### src/rtl/hrange_lanes_if.sv
// Bus between a parent and one hrange_lanes generator: command inputs
// (_start/base/limit/step), the beat stream (_valid/_ready/_out/_keep/_last)
// and the _done level.
interface hrange_lanes_if #(
  parameter int WIDTH = 32,
  parameter int LANES = 2
);
  // Handshake: a beat on _out/_keep/_last transfers on a cycle where both
  // _valid and _ready are high. Once _valid rises, _valid and the beat stay
  // unchanged until that transfer cycle, unless _start or _reset abandons the
  // beat. _ready may change freely and never depends on _valid.
  logic                     _start;
  logic signed [WIDTH-1:0]  base;
  logic signed [WIDTH-1:0]  limit;
  logic signed [WIDTH-1:0]  step;
  logic                     _ready;
  logic                     _valid;
  logic [LANES*WIDTH-1:0]   _out;
  logic [LANES-1:0]         _keep;
  logic                     _last;
  logic                     _done;

  // Parent side.
  modport master (
    output _start, base, limit, step, _ready,
    input  _valid, _out, _keep, _last, _done
  );

  // Generator side.
  modport slave (
    input  _start, base, limit, step, _ready,
    output _valid, _out, _keep, _last, _done
  );
endinterface

### src/rtl/hrange_lanes.sv
// Lane-packed range(base, limit, step) generator. A cursor register holds the
// first value of the current beat; the beat itself (lane values, keep mask,
// last flag) is derived combinationally from registers only, so it is stable
// while the consumer stalls. All arithmetic is done in AW bits so that
// cursor + LANES*step can never wrap. State IDLE is encoded 0, RUN is 1.
module hrange_lanes #(
  parameter int WIDTH = 32,
  parameter int LANES = 2
) (
  input  logic          _clock,
  input  logic          _reset,
  hrange_lanes_if.slave bus,
  output logic          dbg_state_o
);
  localparam int AW = WIDTH + $clog2(LANES) + 1;

  typedef enum logic {
    S_IDLE = 1'b0,
    S_RUN  = 1'b1
  } state_t;

  state_t                  state_q, state_d;
  logic signed [AW-1:0]    cur_q, cur_d;
  logic signed [WIDTH-1:0] lim_q, lim_d;
  logic signed [WIDTH-1:0] step_q, step_d;
  logic signed [AW-1:0]    lim_x, step_x, nxt_cur;
  logic [LANES*WIDTH-1:0]  beat_out;
  logic [LANES-1:0]        beat_keep;
  logic                    beat_last;
  logic                    start_nonempty;

  function automatic logic signed [AW-1:0] sext(input logic signed [WIDTH-1:0] v);
    return {{(AW-WIDTH){v[WIDTH-1]}}, v};
  endfunction

  // A value is in range when it has not yet reached limit in the direction
  // of step; a zero step puts nothing in range.
  function automatic logic in_range(input logic signed [AW-1:0] v,
                                    input logic signed [AW-1:0] lim,
                                    input logic signed [AW-1:0] stp);
    logic r;
    r = 1'b0;
    if (stp[AW-1]) r = (v > lim);
    else if (stp != '0) r = (v < lim);
    return r;
  endfunction

  assign lim_x  = sext(lim_q);
  assign step_x = sext(step_q);
  assign start_nonempty = in_range(sext(bus.base), sext(bus.limit), sext(bus.step));

  // Beat formation: walk the lanes from the cursor, zeroing lanes past limit.
  always_comb begin
    logic signed [AW-1:0] acc;
    acc       = cur_q;
    beat_out  = '0;
    beat_keep = '0;
    for (int k = 0; k < LANES; k++) begin
      beat_keep[k] = in_range(acc, lim_x, step_x);
      if (beat_keep[k]) beat_out[k*WIDTH +: WIDTH] = acc[WIDTH-1:0];
      acc = acc + step_x;
    end
    nxt_cur   = acc;
    beat_last = !beat_keep[LANES-1] || !in_range(acc, lim_x, step_x);
  end

  // Next state: _start always reloads; otherwise an accepted beat advances.
  always_comb begin
    state_d = state_q;
    cur_d   = cur_q;
    lim_d   = lim_q;
    step_d  = step_q;
    if (bus._start) begin
      lim_d   = bus.limit;
      step_d  = bus.step;
      cur_d   = sext(bus.base);
      state_d = start_nonempty ? S_RUN : S_IDLE;
    end else if (state_q == S_RUN && bus._ready) begin
      if (beat_last) state_d = S_IDLE;
      else cur_d = nxt_cur;
    end
  end

  // State and datapath registers; a same-cycle _start outranks _reset.
  always_ff @(posedge _clock) begin
    if (_reset && !bus._start) begin
      state_q <= S_IDLE;
      cur_q   <= '0;
      lim_q   <= '0;
      step_q  <= '0;
    end else begin
      state_q <= state_d;
      cur_q   <= cur_d;
      lim_q   <= lim_d;
      step_q  <= step_d;
    end
  end

  // Outputs: the beat is presented only in RUN, all zero otherwise.
  always_comb begin
    bus._valid  = (state_q == S_RUN);
    bus._done   = (state_q == S_IDLE);
    bus._out    = '0;
    bus._keep   = '0;
    bus._last   = 1'b0;
    dbg_state_o = state_q;
    if (state_q == S_RUN) begin
      bus._out  = beat_out;
      bus._keep = beat_keep;
      bus._last = beat_last;
    end
  end
endmodule

### src/flat_wrapper.sv
// flat-port wrapper written by rule: the top's interface ports become plain ports
module hrange_lanes_flat 
#(
  parameter int WIDTH = 32,
  parameter int LANES = 2
)
  (_clock, _reset, dbg_state_o, bus__start, bus_base, bus_limit, bus_step, bus__ready, bus__valid, bus__out, bus__keep, bus__last, bus__done);
  hrange_lanes_if #(.WIDTH(WIDTH), .LANES(LANES)) bus_i ();
  input  logic _clock;
  input  logic _reset;
  output logic dbg_state_o;
  input wire logic [$bits(bus_i._start)-1:0] bus__start;
  input wire logic [$bits(bus_i.base)-1:0] bus_base;
  input wire logic [$bits(bus_i.limit)-1:0] bus_limit;
  input wire logic [$bits(bus_i.step)-1:0] bus_step;
  input wire logic [$bits(bus_i._ready)-1:0] bus__ready;
  output wire logic [$bits(bus_i._valid)-1:0] bus__valid;
  output wire logic [$bits(bus_i._out)-1:0] bus__out;
  output wire logic [$bits(bus_i._keep)-1:0] bus__keep;
  output wire logic [$bits(bus_i._last)-1:0] bus__last;
  output wire logic [$bits(bus_i._done)-1:0] bus__done;
  assign bus_i._start = bus__start;
  assign bus_i.base = bus_base;
  assign bus_i.limit = bus_limit;
  assign bus_i.step = bus_step;
  assign bus_i._ready = bus__ready;
  assign bus__valid = bus_i._valid;
  assign bus__out = bus_i._out;
  assign bus__keep = bus_i._keep;
  assign bus__last = bus_i._last;
  assign bus__done = bus_i._done;
  hrange_lanes #(.WIDTH(WIDTH), .LANES(LANES)) u_core (._clock(_clock), ._reset(_reset), .bus(bus_i), .dbg_state_o(dbg_state_o));
endmodule
### config.mk
export PLATFORM = sky130hd
export DESIGN_NAME = hrange_lanes_flat
export DESIGN_NICKNAME = d
export VERILOG_FILES = /design/src/rtl/hrange_lanes_if.sv /design/src/rtl/hrange_lanes.sv /design/src/flat_wrapper.sv
export SDC_FILE = /design/constraint.sdc
export NUM_CORES = 1
export LEC_CHECK = 0
export ABC_CLOCK_PERIOD_IN_PS = 14490
export CELL_PAD_IN_SITES_DETAIL_PLACEMENT = 1
export CELL_PAD_IN_SITES_GLOBAL_PLACEMENT = 1
export CORE_MARGIN = 2
export CORE_UTILIZATION = 44
export DETAILED_ROUTE_END_ITERATION = 8
export PLACE_DENSITY = 0.95
export REMOVE_ABC_BUFFERS = 1
export SLEW_MARGIN = 25
export SYNTH_ARGS = -nofsm -noshare
export SYNTH_HDL_FRONTEND = slang
export SYNTH_SLANG_ARGS = --single-unit
### constraint.sdc
create_clock -name _clock -period 14.49 [get_ports _clock]
set_input_delay 2.1735 -clock _clock [delete_from_list [all_inputs] [get_ports _clock]]
set_output_delay 2.1735 -clock _clock [all_outputs]
set_load 0.02 [all_outputs]
Yosys cells after proc, flatten, opt, wreduce, memory -nomap -nowiden
Cells that the tools add are included.
{"block": "totals", "ff_bits": 99, "inputBits": 100}
{"block": "classes", "add_sub_neg": 2, "order_cmp": 8, "eq_ne": 1, "n_mux": 20, "bitwise_logic": 1, "n_reduce_logical": 12}
{"cell": "$gt A34 B32 Y1", "n": 3}
{"cell": "$lt A34 B32 Y1", "n": 3}
{"cell": "$mux W34", "n": 3}
{"cell": "$add A34 B32 Y34", "n": 2}
{"cell": "$reduce_bool A34 Y1", "n": 2}
{"cell": "$mux W32", "n": 2}
{"cell": "$mux W64", "n": 1}
{"cell": "$gt A32 B32 Y1", "n": 1}
{"cell": "$lt A32 B32 Y1", "n": 1}
{"cell": "$mux W1", "n": 13}
{"cell": "$reduce_and A2 Y1", "n": 2}
{"cell": "$reduce_bool A2 Y1", "n": 2}
{"cell": "$logic_not A1 Y1", "n": 3}
{"cell": "$logic_and A1 B1 Y1", "n": 2}
{"cell": "$mux W2", "n": 1}
{"cell": "$ne A2 B2 Y1 const B", "n": 1}
{"cell": "$logic_or A1 B1 Y1", "n": 1}
{"cell": "$not A1 Y1", "n": 1}

Depth between registers and ports, before layout
{"block": "depth", "word_depth": 10, "depth_mapped": 35, "ltp_nobuf": 33}

Worst setup path before layout
OpenSTA, ideal clock, no wires.
{"block": "synth_timing", "path_type": "register -> output", "startpoint": "reg u_core.step_q[0]", "endpoint": "out bus__last", "arrival_ns": 5.899, "setup_slack_ns": 6.417, "path_stages_with_launch": 31, "cell_sequence": "dfxtp_1 > ha_1 > inv_1 > fa_1 > nor2b_1 > o21ai_0 > a21oi_1 > o211ai_1 > a211oi_1 > or2_2 > inv_1 > o21ai_0 > xor2_1 > ha_1 > a21oi_1 > o21ai_0 > a21o_1 > or3_1 > o21ai_1 > a2111oi_2 > nor2_1 > a31oi_1 > xor2_1 > ha_1 > nand4_1 > nand4bb_1 > nand3b_1 > or4_1 > o211a_1 > o22ai_2 > and2_1"}
{"block": "synth_via", "elab_chain_cells": 8, "elab_cells_between_ends": 15, "classes_between": "add/sub (2); order compare (4); mux (5); reduce/logical (4)"}
{"element": "start, declared", "line": "hrange_lanes.sv:25", "text": "logic signed [WIDTH-1:0] step_q, step_d;"}
{"element": "start signal, assigned", "line": "hrange_lanes.sv:95", "text": "step_q <= step_d;"}
{"element": "$add A34 B32 Y34 (2 in a row)", "line": "hrange_lanes.sv:61", "text": "acc = acc + step_x;"}
{"element": "$lt A34 B32 Y1", "line": "hrange_lanes.sv:44", "text": "else if (stp != '0) r = (v < lim);"}
{"element": "$mux W1", "line": "hrange_lanes.sv:44"}
{"element": "$mux W1", "line": "hrange_lanes.sv:43", "text": "if (stp[AW-1]) r = (v > lim);"}
{"element": "$logic_not A1 Y1", "line": "hrange_lanes.sv:64", "text": "beat_last = !beat_keep[LANES-1] || !in_range(acc, lim_x, step_x);"}
{"element": "$logic_or A1 B1 Y1 *", "line": "hrange_lanes.sv:64"}
{"element": "$mux W1 *", "line": "hrange_lanes.sv:107", "text": "if (state_q == S_RUN) begin"}
{"element": "end, declared", "line": "flat_wrapper.sv:20", "text": "output wire logic [$bits(bus_i._last)-1:0] bus__last;"}
Every way passes the cells marked *; elsewhere a longest branch is shown, timed or not.

Worst setup path in the final report
Same ends and word-level chain as after synthesis.

==> results_dict.tcl <==
set metrics [dict create \
    synth_flop_cell "dfxtp_1" \
    crit_start "u_core.step_q[0]" \
    seqPwrFrac_pct 21.1 \
    clk_path_buf_depth 2 \
    final_common_cell "ha_1" \
    dieArea_mm2 0.0257 \
    synthTopCellsByArea "ha_1, dfxtp_1, nand2_1" \
    p_sw_mw 0.706 \
    finalCritPeriodShare_pct 70.1 \
    cts_resized 0 \
    fmax_mhz 98.5 \
    grt_pass1_wl_um 66000 \
    rows 57 \
    pre_cts_slack_ns 4.95 \
    synth_edf_count 0 \
    peakVddDrop_uv 55.3 \
    p_sw_share_pct 46.0 \
    clkSinkCount 99 \
    viasPerCell 6.07 \
    clkPwrFrac_pct 18.4 \
    critPathCapture "bus__last" \
    synth_cells 1391 \
    cts_setup_buffers 0 \
    clk_latency_ns 0.38 \
    core_area_mm2 0.0242 \
    timing.rr.start "u_core.step_q[0]" \
    cap_violations 0 \
    hp-class "reg -> reg" \
    rsz0062_at_grt "no" \
    period_needed_ns 10.15 \
    synth_top_cell_area_share_pct 23.6 \
    clkSlewWorstSetupHoldPaths_ns 0.08 \
    gp_congestion 0.975 \
    vias 11314 \
    die_w_um 160 \
    gr-total-overflow 0 \
    finalHoldViolCount 0 \
    io_buffers 169 \
    avgSynthCellArea_um2 7.73 \
    final.setup.tns_ns 0 \
    rr_worst_depth 33 \
    worstPathArrival_ns 7.98 \
    synth_seq_cells 99 \
    grt_pass1_vias 12236 \
    antenna_found_initial 0 \
    p_int_mw 0.829 \
    synth_top_area_cell "ha_1" \
    nets 1839 \
    cts_root_buf "clkbuf_16" \
    drive_above_1_share_pct 2.40 \
    syn-cell-area_mm2 0.0108 \
    worst_setup_path_start_kind "flip-flop" \
    drtIter0Drc 842 \
    worstPathRequired_ns 12.32 \
    postCtsHoldBufs 0 \
    cp_common_cell "ha_1" \
    postRouteAntennaNets 0 \
    ys_seq_area_share_pct 18.4 \
    yosysUniqueCellTypes 65 \
    path_class "reg -> out" \
    slowest_delay_ns 0.61 \
    maxSlewViolCount 0 \
    worstMarginPinSlew_ns 1.00 \
    antenna_cells 0 \
    numCtsBuffers 9 \
    design_area_mm2 0.0130 \
    route.detailed.drc 0 \
    ys_warn_count 0 \
    regToRegEndpoint "u_core.cur_q[6]" \
    maxSlewHeadroom_pct 33.0 \
    routedWlPerCell_um 22.5 \
    cts_tree "done" \
    path_max_fanout 5 \
    p_comb_share_pct 60.6 \
    mostFrequentLayoutCells "ha_1, nand2_1, clkdlybuf4s50_1" \
    power_density_mw_per_mm2 118 \
    area_growth_pct 21.0 \
    dr.pass1.iters 7 \
    grt_max_degree 79 \
    fin_ws_ns 4.34 \
    synth-async-reset-ratio_pct 0 \
    p_leak_nw 6.25 \
    cpMaxStageDelayCell "clkdlybuf4s50_1" \
    dieHeight_um 160 \
    rrSetupSlack_ns 6.03 \
    end_kind "output port" \
    dpl_cell_area_mm2 0.0127 \
    ctsHtreeMaxLevel 3 \
    track_usage_pct 32.4 \
    io_pins 170 \
    finClkSkew_ns 0.0148 \
    initial_utilization_pct 44.5 \
    routed_wl_um 42000 \
    status "complete, no violations" \
    setup_viol 0 \
    hpwl_um 33600 \
]
## per-layer routing
| layer | vias to the layer above | wire length [um] | GRT usage, % |
|---|---|---|---|
| met5 | - | 0 | 0 |
| met4 | 0 | 1970 | 16.1 |
| met3 | 117 | 2080 | 4.26 |
| met2 | 390 | 19900 | 55.8 |
| met1 | 5504 | 18000 | 39.7 |
| li1 | 5303 | - | - |
## cell type report
class | count | area (um2)
repair buffers | 176 | 1740
multi-input cells | 1151 | 8200
inverters | 97 | 364
fillers | 2947 | 11200
flip-flops and latches | 99 | 1980
clock buffers | 10 | 229
well taps | 324 | 405
clock inverters | 6 | 93.8
## power groups by stage
stage | clock network, mW | logic, mW | registers (mW)
floorplan | 0 | 0.586 | 0.320
global route | 0.294 | 1.01 | 0.326
detailed placement | 0 | 0.903 | 0.328
global placement | 0 | 0.864 | 0.327
finish | 0.282 | 0.930 | 0.324
CTS | 0.281 | 0.913 | 0.322
## worst min-delay path by stage
stage | startpoint | to | slack, ns | depth (start not counted)
3_5_place_dp | u_core.step_q[23] | u_core.step_q[23] | 0.52 | 2
3_3_place_gp | u_core.step_q[11] | u_core.step_q[11] | 0.50 | 2
6_report | u_core.step_q[10] | u_core.step_q[10] | 0.55 | 2
2_1_floorplan | u_core.step_q[13] | u_core.step_q[13] | 0.48 | 2
4_1_cts | u_core.step_q[23] | u_core.step_q[23] | 0.54 | 2
5_1_grt | u_core.step_q[9] | u_core.step_q[9] | 0.57 | 2
## critical path: cells and delay by family (launching register included)
kind	cells	cell delay, ns
simple gates	9	1.60
flops	1	0.45
buf+inv	3	0.73
xor+xnor	2	0.36
fa+ha+maj	4	1.39
compound gates	13	3.07
## sequential cells by signal, summed over array words and instances (netlist names)
signal             cells
u_core.cur_q          34
u_core.step_q         32
u_core.lim_q          32
u_core.bus._valid      1
## Yosys cell counts (all sizes together) (3+ instances only)
| cell type | n |
|---|---|
| ha | 203 |
| nand2 | 179 |
| o21ai | 109 |
| dfxtp | 99 |
| inv | 97 |
| a21oi | 85 |
| nor2 | 81 |
| a21o | 75 |
| xnor2 | 39 |
| o31ai | 38 |
| nand2b | 36 |
| clkbuf | 34 |
| mux2i | 32 |
| nand4 | 26 |
| and2 | 24 |
| nor3 | 23 |
| nor4 | 20 |
| nor2b | 19 |
| nand3 | 18 |
| xor2 | 16 |
| o21a | 12 |
| and4 | 10 |
| buf | 10 |
| a211oi | 9 |
| a221oi | 9 |
| a31oi | 9 |
| and3 | 9 |
| o211ai | 9 |
| a211o | 7 |
| or3 | 7 |
| o21bai | 6 |
| or2 | 5 |
| a221o | 4 |
| o31a | 4 |
| nand3b | 3 |
## metrics by stage
stage | instances | hold slack (ns) | util [%] | power [mW]
6_report | 1863 | 0.550 | 53.8 | 1.54
2_1_floorplan | 1347 | 0.482 | - | 0.906
4_1_cts | 1863 | 0.545 | 53.8 | 1.52
5_1_grt | 1863 | 0.568 | 53.8 | 1.63
3_3_place_gp | 1847 | 0.502 | 52.5 | 1.19
3_5_place_dp | 1847 | 0.523 | 52.5 | 1.23
## logic make-up (layout without fill, tap and decap cells)
group	after synthesis	count (layout)	synth area share, %
XOR/XNOR	55	55	4.48
buffers and inverters	141	289	5.35
multiplexers	33	33	3.15
AO/OA/AOI/OAI	391	391	23.4
AND/OR/NAND/NOR	467	467	21.2
flip-flops	99	99	18.4
adder cells (fa/ha/maj)	205	205	24.0
Note: power is estimated with default switching activity, not from simulation.
==> variant, RTL diff (same settings) <==
`WIDTH` is set to 32 in 3 places; all go to 64.
--- a/src/rtl/hrange_lanes_if.sv
+++ b/src/rtl/hrange_lanes_if.sv
@@ -2,7 +2,7 @@
 // (_start/base/limit/step), the beat stream (_valid/_ready/_out/_keep/_last)
 // and the _done level.
 interface hrange_lanes_if #(
-  parameter int WIDTH = 32,
+  parameter int WIDTH = 64,
   parameter int LANES = 2
 );
   // Handshake: a beat on _out/_keep/_last transfers on a cycle where both
--- a/src/rtl/hrange_lanes.sv
+++ b/src/rtl/hrange_lanes.sv
@@ -4,7 +4,7 @@
 // while the consumer stalls. All arithmetic is done in AW bits so that
 // cursor + LANES*step can never wrap. State IDLE is encoded 0, RUN is 1.
 module hrange_lanes #(
-  parameter int WIDTH = 32,
+  parameter int WIDTH = 64,
   parameter int LANES = 2
 ) (
   input  logic          _clock,
--- a/src/flat_wrapper.sv
+++ b/src/flat_wrapper.sv
@@ -1,7 +1,7 @@
 // flat-port wrapper written by rule: the top's interface ports become plain ports
 module hrange_lanes_flat 
 #(
-  parameter int WIDTH = 32,
+  parameter int WIDTH = 64,
   parameter int LANES = 2
 )
   (_clock, _reset, dbg_state_o, bus__start, bus_base, bus_limit, bus_step, bus__ready, bus__valid, bus__out, bus__keep, bus__last, bus__done);
Ports: changed (resized bus__out, bus_base, bus_limit and bus_step); port bits go from 170 to 330. The function was not compared with the original's and may differ.
==> variant against the original RTL <==
- sequential cell count is 96 higher
- global-route usage up 3.9 points
- total power is 110% higher
- synthesized area grew 110%
- wire length grew 140%
- clock power grew 82%
- largest power group unchanged
- clock skew rose by 0.0046 ns
- count of clock-buffer cells in the layout up 7
- worst setup slack got worse by 2.0 ns
- first-iteration DRC count grew to 2.7 times the old value
- design area increased by 110%
- combinational power increased by 130%
- critical endpoint unchanged
==> variant: results (changes against the original RTL) <==
Status
  – Status: finished, final reports clean

Layout
  – Biggest regs: u_core.cur_q (66), u_core.lim_q (64), u_core.step_q (64)
  – Area of the multi-input gates: 17790 sq um (+120%)
  – Share of cells above drive strength 1: 6.168% (+3.8 points)
  – Nets: 3788 (+110%)
  – Fillers: 6339 (+120%)

Synth
  – Area contributors post-synth: ha_1, dfxtp_1, nand2_1
  – Share of the yosys chip area belonging to registers: 16.97% (-1.5 points)
  – Async S/R FF share, synth: 0% (unchanged)
  – Yosys cell types: 96 (+48%)
  – Post-synth top cells: ha_1, nand2_1, a21oi_1

Drt
  – 1st-pass router iterations: 5 (-2)
  – Met2 routed WL: 45670 um (+130%)
  – WL/cell: 25.69 um (+14%)
  – Vias: 24826 (+120%)
  – DRT iter0 DRCs: 2270 (+170%)
  – WL met3: 8276 um (+300%)
  – Post-Route M1 WL: 41560 um (+130%)
  – Top layer in use: met5

Power
  – Maximum VDD drop: 0.1110 mV (+100%)
  – Internal power: 1.633 mW (+97%)
  – Pleak: 12.21 nW (+95%)

Min path
  – WHS Path Cells: 2 (unchanged)
  – Hold/Removal Path Class: reg2reg

STA
  – Max_slew headroom: 20.76% (-12 points)
  – Max Clock Skew: 0.01947 ns (+0.004638 ns)

Clock network
  – Max Root-Sink Buffers: 2 (unchanged)
  – H-tree Lvls: 4 (+1)
  – Clock transition at path regs: 0.09 ns
  – Clk root buf: clkbuf_16
  – CTS Buf Count: 17 (+8)
  – Post-CTS Setup Bufs: 0 (unchanged)
  – Worst-Skew Late Latency: 0.53 ns (+0.15 ns)
  – Post-CTS sizing: 0 (unchanged)

Critical path
  – CP arrival: 9.96 ns (+1.98 ns)
  – Worst path slowest cell: clkdlybuf4s50_1
  – CP peak stage delay: 0.60 ns
  – Worst reg2reg path depth: 35 (+6.1%)
  – CP max FO: 8 (+3)

Place
  – Input/output buffers: 329 (+95%)
  – Routability cong.: 0.9925 (+1.8%)
  – Placed instance area: 26690 sq um (+110%)
  – HPWL after DPL: 81370 um (+140%)

Global route
  – Largest net degree at the start of global routing: 98 (+24%)
  – GR Util All Layers: 36.23% (+3.9 points)
  – First-pass GRT wire length: 150900 um (+130%)
  – Vias in the first global route: 25432 (+110%)
  – Initial antenna violation count: 6 (+6)
[variant: cell types whose count changed after synthesis, moves of 75 or more]
| cell | before | now |
|---|---|---|
| a21oi_1 | 85 | 218 |
| clkbuf_1 | 34 | 109 |
| dfxtp_1 | 99 | 195 |
| ha_1 | 203 | 393 |
| inv_1 | 97 | 183 |
| nand2_1 | 179 | 360 |
| o21ai_0 | 79 | 182 |
[variant: final cells by class]
type,instances,area share (%)
Inverter,183,2.517
Sequential cell,195,14.31
Antenna cell,3,0.02751
Clock inverter,15,0.5824
Timing Repair Buffer,348,12.69
Multi-Input combinational cell,2452,65.20
Tap cell,680,3.118
Clock buffer,17,1.559
[variant: critical path, delay by kind of cell, from the launching register on]
kind | cells | cell delay (ns)
adder cells (fa/ha/maj) | 4 | 1.44
multiplexers | 1 | 0.38
AO/OA/AOI/OAI | 17 | 4.49
flip-flops | 1 | 0.43
XOR/XNOR | 2 | 0.61
buffers and inverters | 2 | 0.68
AND/OR/NAND/NOR | 7 | 1.40
[variant: routing by layer]
metal,track usage [%],vias up
met5,0,-
met4,16.96,2
met3,6.716,252
met2,58.84,1131
met1,46.27,12120
li1,-,11321
[variant: cell families after synthesis]
family | share of synthesized area, %
flops | 16.97
fa+ha+maj | 21.55
xor+xnor | 4.684
simple gates | 23.92
compound gates | 26.20
buf+inv | 5.902
mux | 0.7670
[variant: path summary, 6_finish.rpt]
| check | end | start | slack, ns |
|---|---|---|---|
| setup / recovery | bus__last | u_core.step_q[0] | 2.35 |
| hold / removal | u_core.cur_q[61] | u_core.cur_q[61] | 0.54 |
| setup reg to reg | u_core.cur_q[24] | u_core.step_q[0] | 4.13 |
| hold reg to reg | u_core.cur_q[61] | u_core.cur_q[61] | 0.54 |
[variant: metrics by stage]
step | power, mW | cells | setup slack (ns) | hold WS, ns
after global placement | 2.640 | 3857 | 3.548 | 0.5141
final | 3.300 | 3893 | 2.353 | 0.5364
after global routing | 3.480 | 3891 | 1.838 | 0.5575
after detailed placement | 2.714 | 3858 | 3.180 | 0.5268
after floorplan | 1.956 | 2830 | 5.403 | 0.4820
after CTS | 3.242 | 3890 | 2.564 | 0.5405
[variant: power by group through the flow]
stage	Combinational [mW]	Sequential, mW	Clock, mW
after floorplan	1.33	0.630	0
after global placement	1.98	0.659	0
after detailed placement	2.05	0.661	0
after CTS	2.08	0.649	0.514
after global routing	2.29	0.655	0.534
final	2.13	0.654	0.512
